File: config.mk
export PLATFORM = sky130hd
export DESIGN_NAME = video_int_ctrl
export DESIGN_NICKNAME = d
export VERILOG_FILES = /design/src/rtl/video_int_ctrl_pkg.sv /design/src/rtl/video_int_linecnt.sv /design/src/rtl/video_int_ctrl.sv
export SDC_FILE = /design/constraint.sdc
export NUM_CORES = 1
export LEC_CHECK = 0
export BUFFER_PORTS_ARGS = -buffer_cell sky130_fd_sc_hd__buf_2
export CAP_MARGIN = 10
export CORE_ASPECT_RATIO = 2
export CORE_MARGIN = 2
export CORE_UTILIZATION = 40
export CTS_BUF_LIST = sky130_fd_sc_hd__clkbuf_4
export DETAILED_ROUTE_END_ITERATION = 12
export PLACE_DENSITY_LB_ADDON = 0.3
export SYNTH_ARGS = -nofsm -noshare
export SYNTH_HDL_FRONTEND = slang
export SYNTH_SLANG_ARGS = --single-unit
File: constraint.sdc
create_clock -name clk -period 3.7 [get_ports clk]
set_clock_uncertainty 0.15 [all_clocks]
set_input_delay 0.185 -clock clk [delete_from_list [all_inputs] [get_ports clk]]
set_output_delay 0.185 -clock clk [all_outputs]
set_load 0.1 [all_outputs]
File: src/rtl/video_int_ctrl_pkg.sv
// Shared video interrupt definitions: FSM state encoding, source indices,
// default IM2 vectors and the line-number width used by the sync generators.
package video_int_ctrl_pkg;

  localparam int unsigned LINE_W = 9;
  typedef logic [LINE_W-1:0] line_t;

  typedef enum logic [1:0] {
    ST_IDLE   = 2'd0,
    ST_ASSERT = 2'd1,
    ST_GAP    = 2'd2
  } int_state_e;

  localparam int SRC_FRAME = 0;
  localparam int SRC_LINE  = 1;

  localparam logic [7:0] VEC_FRAME_DEF = 8'hFF;
  localparam logic [7:0] VEC_LINE_DEF  = 8'hFD;

  // Next line number, wrapping 511 -> 0.
  function automatic line_t line_next(input line_t l);
    return l + LINE_W'(1);
  endfunction

endpackage

File: src/rtl/video_int_linecnt.sv
// Line counter and compare for the line interrupt source.
// Ports:
//   clk, rst_n   : clock, async active-low reset
//   int_start    : frame pulse, reloads the counter to line 0 (wins over tick)
//   line_tick    : one pulse per line, advances the counter
//   line_cmp     : target line; 0 never fires (line 0 is the frame event)
//   line_int_en  : source enable
//   line_evt     : combinational line event (next line value == line_cmp)
module video_int_linecnt
  import video_int_ctrl_pkg::*;
(
  input  logic  clk,
  input  logic  rst_n,
  input  logic  int_start,
  input  logic  line_tick,
  input  line_t line_cmp,
  input  logic  line_int_en,
  output logic  line_evt
);

  line_t line_q, line_d, line_nxt;

  always_comb begin
    line_nxt = line_next(line_q);
    line_d   = line_q;
    if (int_start) begin
      line_d = '0;
    end else if (line_tick) begin
      line_d = line_nxt;
    end
  end

  // Compare against the value the tick is about to produce.
  assign line_evt = line_tick & line_int_en & (line_cmp != '0) & (line_nxt == line_cmp);

  always_ff @(posedge clk or negedge rst_n) begin
    if (!rst_n) begin
      line_q <= '0;
    end else begin
      line_q <= line_d;
    end
  end

endmodule

File: src/rtl/video_int_ctrl.sv
// Z80 /INT scheduler for the frame and line video interrupt sources.
// Fixed priority (frame over line), timed /INT width, minimum inactive gap,
// acknowledge handling and IM2 vector for the serviced source.
// Build option: VIDEO_INT_LINE_EN adds the line source; without it pend[1]
// stays 0, line inputs are ignored and the vector is always VEC_FRAME.
// Ports:
//   clk, rst_n        : clock, async active-low reset
//   int_start         : frame event pulse (line 0)
//   line_tick         : one pulse per line
//   line_cmp          : line number for the line interrupt
//   frame_int_en      : frame source enable
//   line_int_en       : line source enable
//   int_ack           : CPU acknowledge pulse, honoured only while asserting
//   stat_clr          : clears missed/overrun (a coincident set wins)
//   int_n             : Z80 /INT, active low
//   int_vector        : vector of the current/last serviced source
//   pend              : {line, frame} pending bits
//   missed, overrun   : sticky status flags
//
// state     | meaning
// ST_IDLE   | /INT high, waiting for a pending source
// ST_ASSERT | /INT low, width counter running, waiting for ack
// ST_GAP    | /INT high, enforcing the minimum inactive time
module video_int_ctrl
  import video_int_ctrl_pkg::*;
#(
  parameter int unsigned INT_WIDTH  = 256,
  parameter int unsigned GAP_CYCLES = 16,
  parameter logic [7:0]  VEC_FRAME  = VEC_FRAME_DEF,
  parameter logic [7:0]  VEC_LINE   = VEC_LINE_DEF
) (
  input  logic              clk,
  input  logic              rst_n,
  input  logic              int_start,
  input  logic              line_tick,
  input  logic [LINE_W-1:0] line_cmp,
  input  logic              frame_int_en,
  input  logic              line_int_en,
  input  logic              int_ack,
  input  logic              stat_clr,
  output logic              int_n,
  output logic [7:0]        int_vector,
  output logic [1:0]        pend,
  output logic              missed,
  output logic              overrun
);

  localparam logic [8:0] WIDTH_LOAD = 9'(INT_WIDTH - 1);
  localparam logic [8:0] GAP_LOAD   = 9'(GAP_CYCLES - 1);

  logic frame_evt, line_evt;

  assign frame_evt = int_start & frame_int_en;

`ifdef VIDEO_INT_LINE_EN
  video_int_linecnt u_linecnt (
    .clk         (clk),
    .rst_n       (rst_n),
    .int_start   (int_start),
    .line_tick   (line_tick),
    .line_cmp    (line_cmp),
    .line_int_en (line_int_en),
    .line_evt    (line_evt)
  );
`else
  logic unused_line;
  assign unused_line = ^{line_tick, line_cmp, line_int_en};
  assign line_evt    = 1'b0;
`endif

  int_state_e state_q, state_d;
  logic [8:0] cnt_q, cnt_d;
  logic       sel_q, sel_d;      // serviced source index: 0 frame, 1 line
  logic       int_n_q, int_n_d;
  logic [7:0] vec_q, vec_d;
  logic [1:0] pend_q, pend_d;
  logic       missed_q, missed_d;
  logic       overrun_q, overrun_d;

  always_comb begin
    state_d   = state_q;
    cnt_d     = cnt_q;
    sel_d     = sel_q;
    int_n_d   = int_n_q;
    vec_d     = vec_q;
    pend_d    = pend_q;
    missed_d  = missed_q;
    overrun_d = overrun_q;

    if (stat_clr) begin
      missed_d  = 1'b0;
      overrun_d = 1'b0;
    end

    // A source still pending is also the one in service, so one test covers both.
    if (frame_evt) begin
      if (pend_q[SRC_FRAME]) overrun_d = 1'b1;
      else                   pend_d[SRC_FRAME] = 1'b1;
    end
    if (line_evt) begin
      if (pend_q[SRC_LINE]) overrun_d = 1'b1;
      else                  pend_d[SRC_LINE] = 1'b1;
    end

    case (state_q)
      ST_IDLE: begin
        if (|pend_q) begin
          state_d = ST_ASSERT;
          sel_d   = ~pend_q[SRC_FRAME];
          vec_d   = pend_q[SRC_FRAME] ? VEC_FRAME : VEC_LINE;
          int_n_d = 1'b0;
          cnt_d   = WIDTH_LOAD;
        end
      end
      ST_ASSERT: begin
        // Ack takes precedence over expiry in the same cycle.
        if (int_ack || cnt_q == '0) begin
          pend_d[sel_q] = 1'b0;
          int_n_d       = 1'b1;
          state_d       = ST_GAP;
          cnt_d         = GAP_LOAD;
          if (!int_ack) missed_d = 1'b1;
        end else begin
          cnt_d = cnt_q - 9'd1;
        end
      end
      ST_GAP: begin
        if (cnt_q == '0) state_d = ST_IDLE;
        else             cnt_d   = cnt_q - 9'd1;
      end
      default: begin
        state_d = ST_IDLE;
        int_n_d = 1'b1;
      end
    endcase
  end

  always_ff @(posedge clk or negedge rst_n) begin
    if (!rst_n) begin
      state_q   <= ST_IDLE;
      cnt_q     <= '0;
      sel_q     <= 1'b0;
      int_n_q   <= 1'b1;
      vec_q     <= VEC_FRAME;
      pend_q    <= '0;
      missed_q  <= 1'b0;
      overrun_q <= 1'b0;
    end else begin
      state_q   <= state_d;
      cnt_q     <= cnt_d;
      sel_q     <= sel_d;
      int_n_q   <= int_n_d;
      vec_q     <= vec_d;
      pend_q    <= pend_d;
      missed_q  <= missed_d;
      overrun_q <= overrun_d;
    end
  end

  assign int_n      = int_n_q;
  assign int_vector = vec_q;
  assign pend       = pend_q;
  assign missed     = missed_q;
  assign overrun    = overrun_q;

endmodule

==> results.cfg <==
[finish]
final_nets = 164
layout_commonest_cell = o21ai_0
finish.utilization_pct = 45.0
final_cell_mix = o21ai_0, nor2_1, dfrtp_1, buf_2, inv_1
final_layout_size_suffix_gt1_share_pct = 16.4
area_growth_pct = 9.83
final_cell_count_no_fill = 169
num_antenna_cells = 0

[timing]
rsz0062_at_grt = false
fin_tns_setup_ns = 0
hold_viol = 1
final.min_clock_period_ns = 2.37
finalCritPeriodShare_pct = 64.2
worstMarginPinSlew_ns = 0.852
setup_violations = 0
slew_headroom_pct = 42.5
holdWs_ns = -0.000373
drv_slew = 0
max_freq_mhz = 421

[min_path]
hold_path.class = in2reg
worstHoldEndpoint = pend[0]
min-delay-start = frame_int_en
hold_depth = 3

[global_route]
grt_pass1_vias = 919
grt.total_usage_pct = 17.4
grt_pass1_wl_microns = 3890
grt_max_degree = 19
grt-ovfl-total = 0
antenna_found_initial = 0

[yosys]
ys_ff_latch = 18
synth_warnings = 0
ys_types = 36
yosys.area.top_type_share_pct = 36.2
syn_area_per_cell_sq_um = 8.86
synth.area.top_cells = dfrtp_1, o21ai_0, ha_1
yosysTopAreaCell = dfrtp_1
synth_area_sq_mm = 0.00111
seq_area_frac_synth_pct = 40.9
syn_inst = 125

[placement]
io_buffer_count = 11
dpl.cell_count = 162
hpwl_microns = 1930
place.gp.congestion = 0.892

[route]
dr.pass1.iters = 4
vias = 975
drtAntennaViolNets = 0
first_iter_violations = 28
drc_errors = 0
routed_wl_microns = 2550
wl_per_cell_microns = 15.1
viasPerCell = 5.77

[setup_path]
path_buf_inv = 1
slowest_delay_ns = 0.50
r2r_slack_ns = 1.33
crit_fanout = 13
worstPathRequired_ns = 3.71
cp-start-kind = flip-flop
r2r_start = state_q[1]
setup.worst_path.class = reg2reg
reg2regPathDepth = 7
critPathCaptureType = flip-flop
cp.depth = 7
arrival_ns = 2.38
cp-startpoint = state_q[1]
reg2reg_to = cnt_q[4]
crit_path_top_delay_cell = nor3b_1
path_cells = inv_1, ha_1, nor3b_1, nor2_1, o41a_1, a21oi_1, o221ai_1
cp_top_family = simple AND/OR/NAND/NOR gates

[power]
power_mw = 1.13
vdd_drop_max_v = 0.000290
power_density_mw_per_mm2 = 930
leakage_nw = 0.554

[die]
die_h_microns = 78.4
core_sq_mm = 0.00270
dieArea_sq_mm = 0.00323
core.rowCount = 27
fp.dieW_microns = 41.2
initial_core_util_pct = 41.0
ios = 30

[clocking]
clk_latency_ns = 0.30
cts_buffer_depth = 2
cts_tree = yes
cts_resized = 0
htree_levels = 1
post_cts_buffers = 0
cts-buffers-inserted = 3
clock-sinks = 18
clkTransAtPathRegs_ns = 0.11
cts-root-buf = clkbuf_4

[flow_run]
max_cap_violations = 0

[run_status]
outcome = complete, but fails checks
violations = hold timing
-- Yosys cell counts --
cell / n
a21o_1: 1
a21oi_2: 1
a21oi_1: 5
o21a_1: 2
nor2_1: 16
nor3b_1: 3
inv_1: 9
clkbuf_1: 1
o221ai_1: 1
and2_1: 1
nand2b_1: 2
nor3_1: 2
o21ai_0: 20
clkbuf_2: 1
or2_2: 1
nand3_1: 3
nor4b_1: 1
or3_4: 1
buf_4: 7
o41ai_1: 1
or4_1: 1
mux2_2: 1
ha_1: 6
conb_1: 1
o41ai_2: 1
a22o_1: 3
o22ai_1: 1
nand2_1: 8
nor4_1: 1
dfrtp_1: 16
a22oi_1: 1
o41a_1: 1
dfstp_2: 2
a22o_2: 1
a32o_1: 1
or4_4: 1
-- state kept, by name (all words and copies together), names as in the netlist --
register,cells
cnt_q,9
pend,2
state_q,2
int_n,1
int_vector,1
missed,1
overrun,1
sel_q,1
-- how the worst max path moves through the flow --
stage / to / slack (ns)
CTS: cnt_q[4] / 1.37
floorplan: cnt_q[4] / 1.39
finish: cnt_q[4] / 1.33
detailed placement: cnt_q[4] / 1.39
global route: cnt_q[4] / 1.07
global placement: cnt_q[4] / 1.46
-- layout make-up --
type	count	area [sq um]
clock buffer	3	22.5
inverter	9	33.8
fill	271	1490
tap	29	36.3
clock inverter	1	3.75
sequential	18	453
timing repair buffer	14	85.1
multi-input combinational	95	582
-- through the flow --
step,worst slack [ns],hold WS [ns],instance area [sq um]
2_1_floorplan,1.39,-0.261,1130
3_3_place_gp,1.46,-0.0153,1160
3_5_place_dp,1.39,-0.00745,1160
4_1_cts,1.37,0.00538,1220
5_1_grt,1.07,0.0220,1220
6_report,1.33,-0.000373,1220
-- worst register-to-register path, cell delays in order (launching register included) --
cell and delay (ns):
dfrtp_1 0.43, inv_1 0.10, ha_1 0.26, nor3b_1 0.50, nor2_1 0.18, o41a_1 0.30, a21oi_1 0.19, o221ai_1 0.11
-- kinds of logic (layout without fill, tap and decap cells) --
group | after synthesis | after routing | synth area share (%)
simple gates | 41 | 41 | 18.8
other cells | 1 | 7 | 0.339
fa+ha+maj | 6 | 6 | 6.78
compound gates | 40 | 40 | 23.6
flops | 18 | 18 | 40.9
buf+inv | 18 | 27 | 8.59
mux | 1 | 1 | 1.02
-- power breakdown --
group / switching, mW / total (mW) / leakage [nW] / internal, mW
Clock: 0.0666 / 0.106 / 0.0154 / 0.0394
Sequential: 0.0939 / 0.372 / 0.215 / 0.278
Combinational: 0.442 / 0.653 / 0.323 / 0.211
Total: 0.603 / 1.13 / 0.554 / 0.528
-- timing repair --
item,in CTS,in global routing
hold buffers,3,0
endpoints found under the setup margin,0,0
hold endpoints to repair,20,0
-- layer usage --
metal  global-route usage [%]  up-vias  part of all wire [%]
met5                        0        -                     0
met2                     30.9       21                    56
met1                     17.5      485                    37
met3                     2.82        8                   3.1
li1                         -      461                     -
met4                     8.06        0                   3.2
Power figures use the tool's default switching activity.
